`config.mk`:
```
export PLATFORM = sky130hd
export DESIGN_NAME = unary_decoder
export DESIGN_NICKNAME = d
export VERILOG_FILES = /design/src/rtl/unary_decoder.sv
export SDC_FILE = /design/constraint.sdc
export NUM_CORES = 1
export LEC_CHECK = 0
export BUFFER_PORTS_ARGS = -buffer_cell sky130_fd_sc_hd__buf_2
export CAP_MARGIN = 40
export CORE_UTILIZATION = 45
export CTS_CLUSTER_SIZE = 12
export DETAILED_ROUTE_END_ITERATION = 7
export GPL_ROUTABILITY_DRIVEN = 0
export PLACE_DENSITY = 0.66
export SYNTH_ARGS = -nofsm -noshare
export SYNTH_HDL_FRONTEND = slang
export SYNTH_SLANG_ARGS = --single-unit
```
`constraint.sdc`:
```
create_clock -name clk -period 2.44 [get_ports clk]
set_clock_uncertainty 0.1 [all_clocks]
set_input_delay 0.61 -clock clk [delete_from_list [all_inputs] [get_ports clk]]
set_output_delay 0.61 -clock clk [all_outputs]
set_load 0.01 [all_outputs]
```
`src/rtl/unary_decoder.sv`:
```
// Counts a unary pulse stream into a binary product; a run of GAP zeros ends the stream.
// Latency: out_valid rises the cycle after the GAP-th trailing zero sample.
// Backpressure: result held in DONE until out_rdy; the stream input is ignored meanwhile.
module unary_decoder #(
  parameter int WIDTH     = 4,
  parameter int OUT_WIDTH = 2*WIDTH,
  parameter int GAP       = 2
) (
  input  logic                 clk,
  input  logic                 reset_n,
  input  logic                 in_rdy,
  input  logic                 in,
  input  logic                 out_rdy,
  output logic                 out_valid,
  output logic [OUT_WIDTH-1:0] product,
  output logic                 ovf,
  output logic                 busy
);

  typedef enum logic [1:0] {IDLE, ARMED, COUNT, DONE} state_t;

  localparam logic [3:0]           ZRUN_LAST = 4'(GAP - 1);
  localparam logic [OUT_WIDTH-1:0] COUNT_MAX = '1;

  state_t               state, state_nxt;
  logic [OUT_WIDTH-1:0] count, count_nxt;
  logic [3:0]           zrun, zrun_nxt;
  logic                 ovf_q, ovf_nxt;

  always_ff @(posedge clk or negedge reset_n) begin
    if (!reset_n) begin
      state <= IDLE;
      count <= '0;
      zrun  <= '0;
      ovf_q <= 1'b0;
    end else begin
      state <= state_nxt;
      count <= count_nxt;
      zrun  <= zrun_nxt;
      ovf_q <= ovf_nxt;
    end
  end

  always_comb begin
    state_nxt = state;
    count_nxt = count;
    zrun_nxt  = zrun;
    ovf_nxt   = ovf_q;
    case (state)
      IDLE: begin
        if (in_rdy) begin
          state_nxt = ARMED;
          count_nxt = '0;
          zrun_nxt  = '0;
          ovf_nxt   = 1'b0;
        end
      end
      ARMED, COUNT: begin
        if (in) begin
          state_nxt = COUNT;
          zrun_nxt  = '0;
          if (state == ARMED)
            count_nxt = OUT_WIDTH'(1);
          else if (count == COUNT_MAX)
            ovf_nxt = 1'b1;
          else
            count_nxt = count + 1'b1;
        end else if (zrun == ZRUN_LAST) begin
          // GAP-th consecutive zero closes the stream; a shorter run is a row gap
          state_nxt = DONE;
          zrun_nxt  = '0;
        end else begin
          zrun_nxt = zrun + 4'd1;
        end
      end
      DONE: begin
        if (out_rdy)
          state_nxt = IDLE;
      end
      default: state_nxt = IDLE;
    endcase
  end

  assign out_valid = (state == DONE);
  assign busy      = (state == ARMED) || (state == COUNT);
  assign product   = count;
  assign ovf       = ovf_q;

endmodule
```
# Word-level counts from Yosys, hierarchy flattened
# Cells that the tools add are included.
[totals]
regBits = 15
input_bits = 5
output_inout_bits = 11
elab_cells = 45
[op_classes]
addsub = 2
eq_ne = 12
mux = 19
reduce_logical = 8
[ops]
columns = ["operator", "n"]
rows = [
  ["2-to-1 mux 8 bit", 4],
  ["one-hot mux 8 bit (2 select lines)", 1],
  ["2-to-1 mux 4 bit", 3],
  ["!= test 2 bit (second input constant)", 5],
  ["adder 8 x 1 -> 8 bit (second input constant)", 1],
  ["== test 8 bit (second input constant)", 1],
  ["2-to-1 mux 2 bit", 4],
  ["one-hot mux 4 bit (2 select lines)", 1],
  ["!= test 3 bit (second input constant)", 2],
  ["one-hot mux 2 bit (3 select lines)", 1],
  ["AND reduction 5 bit", 1],
  ["adder 4 x 1 -> 4 bit (second input constant)", 1],
  ["== test 2 bit (second input constant)", 2],
  ["== test 4 x 1 -> 1 bit (second input constant)", 1],
  ["2-to-1 mux 1 bit", 4],
  ["AND reduction 4 bit", 1],
  ["AND reduction 3 bit", 1],
  ["== test 2 x 1 -> 1 bit (second input constant)", 1],
  ["logical NOT 2 bit", 1],
  ["one-hot mux 1 bit (2 select lines)", 1],
  ["AND reduction 2 bit", 1],
  ["nonzero test 2 bit", 1],
  ["OR reduction 2 bit", 1],
  ["logical OR 1 bit", 1],
]

# Depth between registers and ports, before layout
# Gate-level depths: netlist of run 1.
[logic_depth]
depth_word = 5
mapped_depth = 7

# Worst setup path after synthesis of run 1
# Ideal clock, no wire load.
[synth_timing]
path_type = "reg2reg"
startpoint = "reg state[0]"
endpoint = "reg count[0], in the netlist product[0]"
setup_time_ns = 0.080
t_arrival_ns = 1.728
setup_slack_ns = 0.532
stages_incl_launch_ff = 8
period_less_slack_ns = 1.908
cell_sequence = "dfrtp_1 inv_1 ha_1 mux2_4 and2_1 buf_2 and4b_1 nor3_2"
[synth_between]
elab_chain_cells = 4
elab_cells_between_ends = 12
cone_classes = "eq/ne: 5; mux: 3; reduce/logical: 4"
[synth_lines]
columns = ["element", "line", "text"]
rows = [
  ["start, declared", "25", "state_t state, state_nxt;"],
  ["start signal, assigned", "37", "state <= state_nxt;"],
  ["== test 2 x 1 -> 1 bit / == test 2 bit (equally long branches)", "49, 62", ""],
  ["OR reduction 2 bit / 2-to-1 mux 8 bit (equally long branches)", "49, 62", ""],
  ["!= test 3 bit (no line), or another cell as far along", "-", ""],
  ["AND reduction 4 bit (no line) / one-hot mux 8 bit (2 select lines) (equally long branches)", "-", ""],
  ["end signal, assigned", "38", "count <= count_nxt;"],
  ["end, declared", "26", "logic [OUT_WIDTH-1:0] count, count_nxt;"],
]
# Parallel ways exist; a longest one is shown, timed or not. The select of a mux whose other input is x is not followed.
# A chain may end at the register's enable or synchronous reset.

# Final worst setup path of run 1
[layout_timing]
startpoint = "reg state[0]"
endpoint = "reg count[5], in the netlist product[5]"
# Same word-level chain as after synthesis.

==> results of run 1 <==
[power breakdown]
group	switching [mW]	internal (mW)	total, mW
logic	0.438	0.284	0.722
clock network	0.0814	0.0634	0.145
registers	0.0581	0.304	0.363
[per-layer routing]
metal  vias to the layer above  global-route usage, %  share of wire (%)
li1                        393                      -                  -
met4                         0                   8.57                1.3
met2                        19                   26.0                 44
met1                       395                   27.4                 51
met5                         -                      0                  0
met3                         4                   2.31                3.4
[kinds of logic (layout without fill, tap and decap cells)]
| family | after synthesis | in the layout |
|---|---|---|
| buffers and inverters | 7 | 24 |
| adders and majority gates | 6 | 6 |
| muxes | 4 | 4 |
| AOI/OAI and AO/OA | 29 | 29 |
| DFF | 15 | 15 |
| and+or+nand+nor | 35 | 35 |
[critical path: stages, from the launching register on]
cell	delay, ns
dfrtp_1	0.40
inv_1	0.06
ha_1	0.44
mux2_4	0.23
nand2_1	0.22
or4_1	0.56
o21ai_0	0.08
[flip-flops by register name, summed over array words and instances, names as in the netlist]
signal and flops:
ovf 1, state 2, product 8, zrun 4
[worst paths after layout]
path	startpoint	to	slack [ns]	depth (start not counted)
worst max-delay path	state[0]	product[5]	0.28	6
worst min-delay path	reset_n	zrun[1]	0.11	1
worst max register to register	state[0]	product[5]	0.28	6
worst min register to register	ovf	ovf	0.42	1
max in group asynchronous	reset_n	product[1]	1.88	1
min in group clk	ovf	ovf	0.42	1
[cell usage in the layout (no fill, tap or decap), types with 2 or more instances in the layout]
master / count
a21o_1: 3
a21oi_1: 8
a22o_1: 2
and3_1: 2
buf_2: 15
clkbuf_4: 3
dfrtp_1: 15
ha_1: 6
inv_1: 5
mux2_2: 2
nand2_1: 5
nand2b_1: 2
nand3_1: 2
nor2_1: 6
nor2b_1: 4
nor3_1: 3
nor4b_1: 2
o21ai_0: 8
[metrics by stage]
step / cell area, um2 / cells / power (mW) / utilization, % / worst slack [ns]
4_1_cts: 1050 / 140 / 1.23 / 53.9 / 0.269
3_3_place_gp: 1020 / 136 / 1.07 / 52.6 / 0.396
5_1_grt: 1050 / 140 / 1.34 / 53.9 / 0.149
3_5_place_dp: 1020 / 136 / 1.09 / 52.6 / 0.298
6_report: 1050 / 140 / 1.23 / 53.9 / 0.281
2_1_floorplan: 922 / 96 / 0.927 / - / 0.532
[cell type report]
| cell class | instances | share of cell area, % |
|---|---|---|
| Timing Repair Buffer | 15 | 7.17 |
| Sequential cell | 15 | 35.8 |
| Inverter | 5 | 1.79 |
| Multi-Input combinational cell | 74 | 49.5 |
| Tap cell | 27 | 3.23 |
| Clock buffer | 4 | 2.51 |
==> results.sh, run 1 <==
export IMPL_cap_violations=0
export IMPL_outcome="finished, final reports clean"
export IMPL_synthFlopType="dfrtp_1"
export IMPL_slew_headroom_pct=75.9
export IMPL_clk_pin_slew_ns=0.10
export IMPL_cts_htree_levels=1
export IMPL_postSynthCellCount=96
export IMPL_cp_arrival_ns=2.26
export IMPL_die_area_um2=2230
export IMPL_clockRootBuffer="clkbuf_4"
export IMPL_ys_types=36
export IMPL_finalSetupViolCount=0
export IMPL_regArea_um2=375
export IMPL_grt_first_pass_wirelength_mm=2.91
export IMPL_dr_pass1_iters=4
export IMPL_synth_top_cell_area_share_pct=40.7
export IMPL_fin_hold_ws_ns=0.109
export IMPL_cts_resized=0
export IMPL_clock_latency_ns=0.28
export IMPL_io_pin_count=16
export IMPL_fillers=190
export IMPL_ys_warn_count=0
export IMPL_finalCriticalPeriod_ns=2.16
export IMPL_cts_tree="built"
export IMPL_syn_nets=107
export IMPL_synth_edf_count=0
export IMPL_cts_buffers=3
export IMPL_grt_antenna_before_repair=0
export IMPL_synth_top_family_by_area="simple AND/OR/NAND/NOR gates"
export IMPL_start_kind="register"
export IMPL_start_util_pct=47.5
export IMPL_vias_per_cell=5.79
export IMPL_vdd_drop_max_uv=577
export IMPL_synth_area_leaders="dfrtp_1 (41%), ha_1 (8.1%), a21oi_1 (4.3%)"
export IMPL_drc=0
export IMPL_grt_usage_pct=18.4
export IMPL_avgSynthCellArea_um2=9.61
export IMPL_hold_viol_final=0
export IMPL_synth_compound_area_share_pct=20.1
export IMPL_p_leak_nw=0.522
export IMPL_synth_fa_ha_area_share_pct=8.14
export IMPL_cts_hold_buffers_added=0
export IMPL_first_iter_violations=10
export IMPL_clock_sinks=15
export IMPL_num_vias=811
export IMPL_async_reset_ff_share_pct=100
export IMPL_cts_setup_buffers=0
export IMPL_ys_ff_latch=15
export IMPL_finalCritPeriodShare_pct=88.5
export IMPL_cts_max_path_buffers=2
export IMPL_ys_seq_area_share_pct=40.7
export IMPL_fin_nets=125
export IMPL_synth_mux_area_share_pct=5.16
export IMPL_fin_tns_setup_ns=0
export IMPL_power_density_nw_per_um2=1170
export IMPL_dpl_hpwl_mm=1.33
export IMPL_synthSimpleGateAreaFrac_pct=22.8
export IMPL_synth_commonest_cells="dfrtp_1 (15), a21oi_1 (8), o21ai_0 (8)"
export IMPL_critPathRequiredTime_ns=2.54
export IMPL_rows=16
export IMPL_synth_largest_area_cell="dfrtp_1"
export IMPL_slew_viol_final=0
export IMPL_hold_path_class="primary input to asynchronous set/reset pin"
export IMPL_drive_above_1_share_pct=20.4
export IMPL_die_x_um=47.3
export IMPL_multi_input_area_um2=518
export IMPL_synthesis_area_um2=922
export IMPL_critPathCaptureType="register"
export IMPL_grt_pass1_vias=667
export IMPL_ant_nets=0
export IMPL_synth_xor_area_share_pct=0
export IMPL_grt_max_degree=16
export IMPL_io_buffers=15
export IMPL_diodes=0
export IMPL_worstMarginPinSlew_ns=0.361
export IMPL_area_growth_syn_to_layout_pct=13.6
export IMPL_routedWlPerCell_um=13.3
export IMPL_critPathMaxFanout=11
export IMPL_grt_ovfl_total=0
export IMPL_crit_type="register to register"
export IMPL_core_area_um2=1940
export IMPL_drt_wl_total_mm=1.86
export IMPL_rsz0062_at_grt="no"
export IMPL_fmax_ghz=0.463
export IMPL_chipHeight_um=47.3
export IMPL_yosysMostFrequentCell="dfrtp_1"
Power figures use the tool's default switching activity.
==> inputs of run 2 (changes only) <==
--- a/config.mk
+++ b/config.mk
@@ -10,7 +10,6 @@
 export CORE_UTILIZATION = 45
 export CTS_CLUSTER_SIZE = 12
 export DETAILED_ROUTE_END_ITERATION = 7
-export GPL_ROUTABILITY_DRIVEN = 0
 export PLACE_DENSITY = 0.66
 export SYNTH_ARGS = -nofsm -noshare
 export SYNTH_HDL_FRONTEND = slang
==> constraint.sdc (replaced) <==
create_clock -name clk -period 2.4 [get_ports clk]
set_clock_uncertainty 0.1 [all_clocks]
set_input_delay 0.6 -clock clk [delete_from_list [all_inputs] [get_ports clk]]
set_output_delay 0.6 -clock clk [all_outputs]
set_load 0.01 [all_outputs]
==> run 2 against run 1 <==
Against the previous run: power is 2.5% higher; sequential share of layout area down 0.30 points; hold slack worse by 0.013 ns; highest routed layer unchanged; largest power group unchanged; die area is the same; global-route usage is 0.25 points lower.
==> results.sh, run 2 (synthesized netlist as in run 1, its figures left out) <==
export IMPL_outcome="finished, final reports clean"
export IMPL_clock_sinks=15
export IMPL_largest_register_ffs=8
export IMPL_start_kind="register"
export IMPL_power_density_nw_per_um2=1190
export IMPL_fin_total_pwr_mw=1.26
export IMPL_routedWlPerCell_um=13.0
export IMPL_grt_first_pass_wirelength_mm=2.80
export IMPL_finalCritPeriodShare_pct=87.1
export IMPL_io_pin_count=16
export IMPL_grt_max_degree=16
export IMPL_p_leak_nw=0.529
export IMPL_cp_arrival_ns=1.39
export IMPL_drt_wl_total_mm=1.83
export IMPL_cts_tree="built"
export IMPL_die_x_um=47.3
export IMPL_worstMarginPinSlew_ns=0.350
export IMPL_fmax_ghz=0.478
export IMPL_fin_hold_ws_ns=0.0959
export IMPL_hold_viol_final=0
export IMPL_drc=0
export IMPL_clk_pin_slew_ns=0.10
export IMPL_cts_hold_buffers_added=0
export IMPL_finalSetupViolCount=0
export IMPL_io_buffers=15
export IMPL_cts_buffers=3
export IMPL_start_util_pct=47.5
export IMPL_area_growth_syn_to_layout_pct=14.5
export IMPL_clock_latency_ns=0.29
export IMPL_vias_per_cell=5.60
export IMPL_globalplace_congestion=0.821
export IMPL_cap_violations=0
export IMPL_critPathCaptureType="output pin"
export IMPL_core_area_um2=1940
export IMPL_drive_above_1_share_pct=21.9
export IMPL_fin_nets=126
export IMPL_slew_headroom_pct=76.7
export IMPL_cts_resized=0
export IMPL_layout_common_cells="buf_2 (15), dfrtp_1 (15), o21ai_0 (8), a21oi_1 (8)"
export IMPL_dr_pass1_iters=4
export IMPL_clockRootBuffer="clkbuf_4"
export IMPL_slew_viol_final=0
export IMPL_hold_path_class="primary input to asynchronous set/reset pin"
export IMPL_cts_max_path_buffers=2
export IMPL_grt_antenna_before_repair=0
export IMPL_first_iter_violations=22
export IMPL_finalCriticalPeriod_ns=2.09
export IMPL_num_vias=790
export IMPL_dpl_hpwl_mm=1.31
export IMPL_diodes=0
export IMPL_cts_htree_levels=1
export IMPL_cts_setup_buffers=0
export IMPL_rows=16
export IMPL_crit_type="register to output pin"
export IMPL_chipHeight_um=47.3
export IMPL_grt_pass1_vias=628
export IMPL_grt_ovfl_total=0
export IMPL_fin_tns_setup_ns=0
export IMPL_critPathRequiredTime_ns=1.70
export IMPL_critPathMaxFanout=8
export IMPL_vdd_drop_max_uv=734
export IMPL_grt_usage_pct=18.1
export IMPL_ant_nets=0
export IMPL_rsz0062_at_grt="no"
export IMPL_die_area_um2=2230
[run 2: cell count changes in the layout (fill, tap and decap cells not counted)]
| cell | change |
|---|---|
| buf_4 | +1 |
| clkbuf_1 | -1 |
| clkinv_2 | +1 |
[run 2: routing by layer]
metal | vias to the layer above | share of wire [%] | GRT usage [%]
met3 | 5 | 3.9 | 3.46
met4 | 0 | 2.1 | 8.57
met5 | - | 0 | 0
met1 | 366 | 50 | 25.5
met2 | 23 | 44 | 26.6
li1 | 396 | - | -
[run 2: final timing paths]
kind,slack [ns],to,depth (start not counted),start
setup / recovery,0.31,busy,4,state[0]
hold / removal,0.1,product[5],1,reset_n
setup reg to reg,0.39,product[5],6,state[0]
hold reg to reg,0.42,ovf,1,ovf
max in group asynchronous,1.84,product[2],1,reset_n
min in group clk,0.42,ovf,1,ovf
[run 2: cell type report]
class / count / area [um2]
fillers: 197 / 886
multi-input cells: 74 / 518
flip-flops and latches: 15 / 375
repair buffers: 16 / 82.6
well taps: 27 / 33.8
clock buffers: 3 / 22.5
inverters: 5 / 18.8
clock inverters: 1 / 5.00
[run 2: critical path: stages, from the launching register on]
cell     delay (ns)
dfrtp_1        0.40
inv_1          0.06
ha_1           0.33
buf_4          0.17
buf_2          0.14
[run 2: per-stage QoR]
step                      instance area, um2  utilization [%]  std cells  worst slack [ns]
after floorplan                          922                -         96             0.492
after CTS                               1060             54.4        141             0.297
after global routing                    1060             54.4        141             0.223
after detailed placement                1030             53.0        137             0.424
final                                   1060             54.4        141             0.309
after global placement                  1030             53.0        137             0.493
[run 2: report_power, final]
part	switching [mW]	total [mW]	internal [mW]
registers	0.0569	0.366	0.309
logic	0.437	0.744	0.307
clock network	0.0870	0.149	0.0621
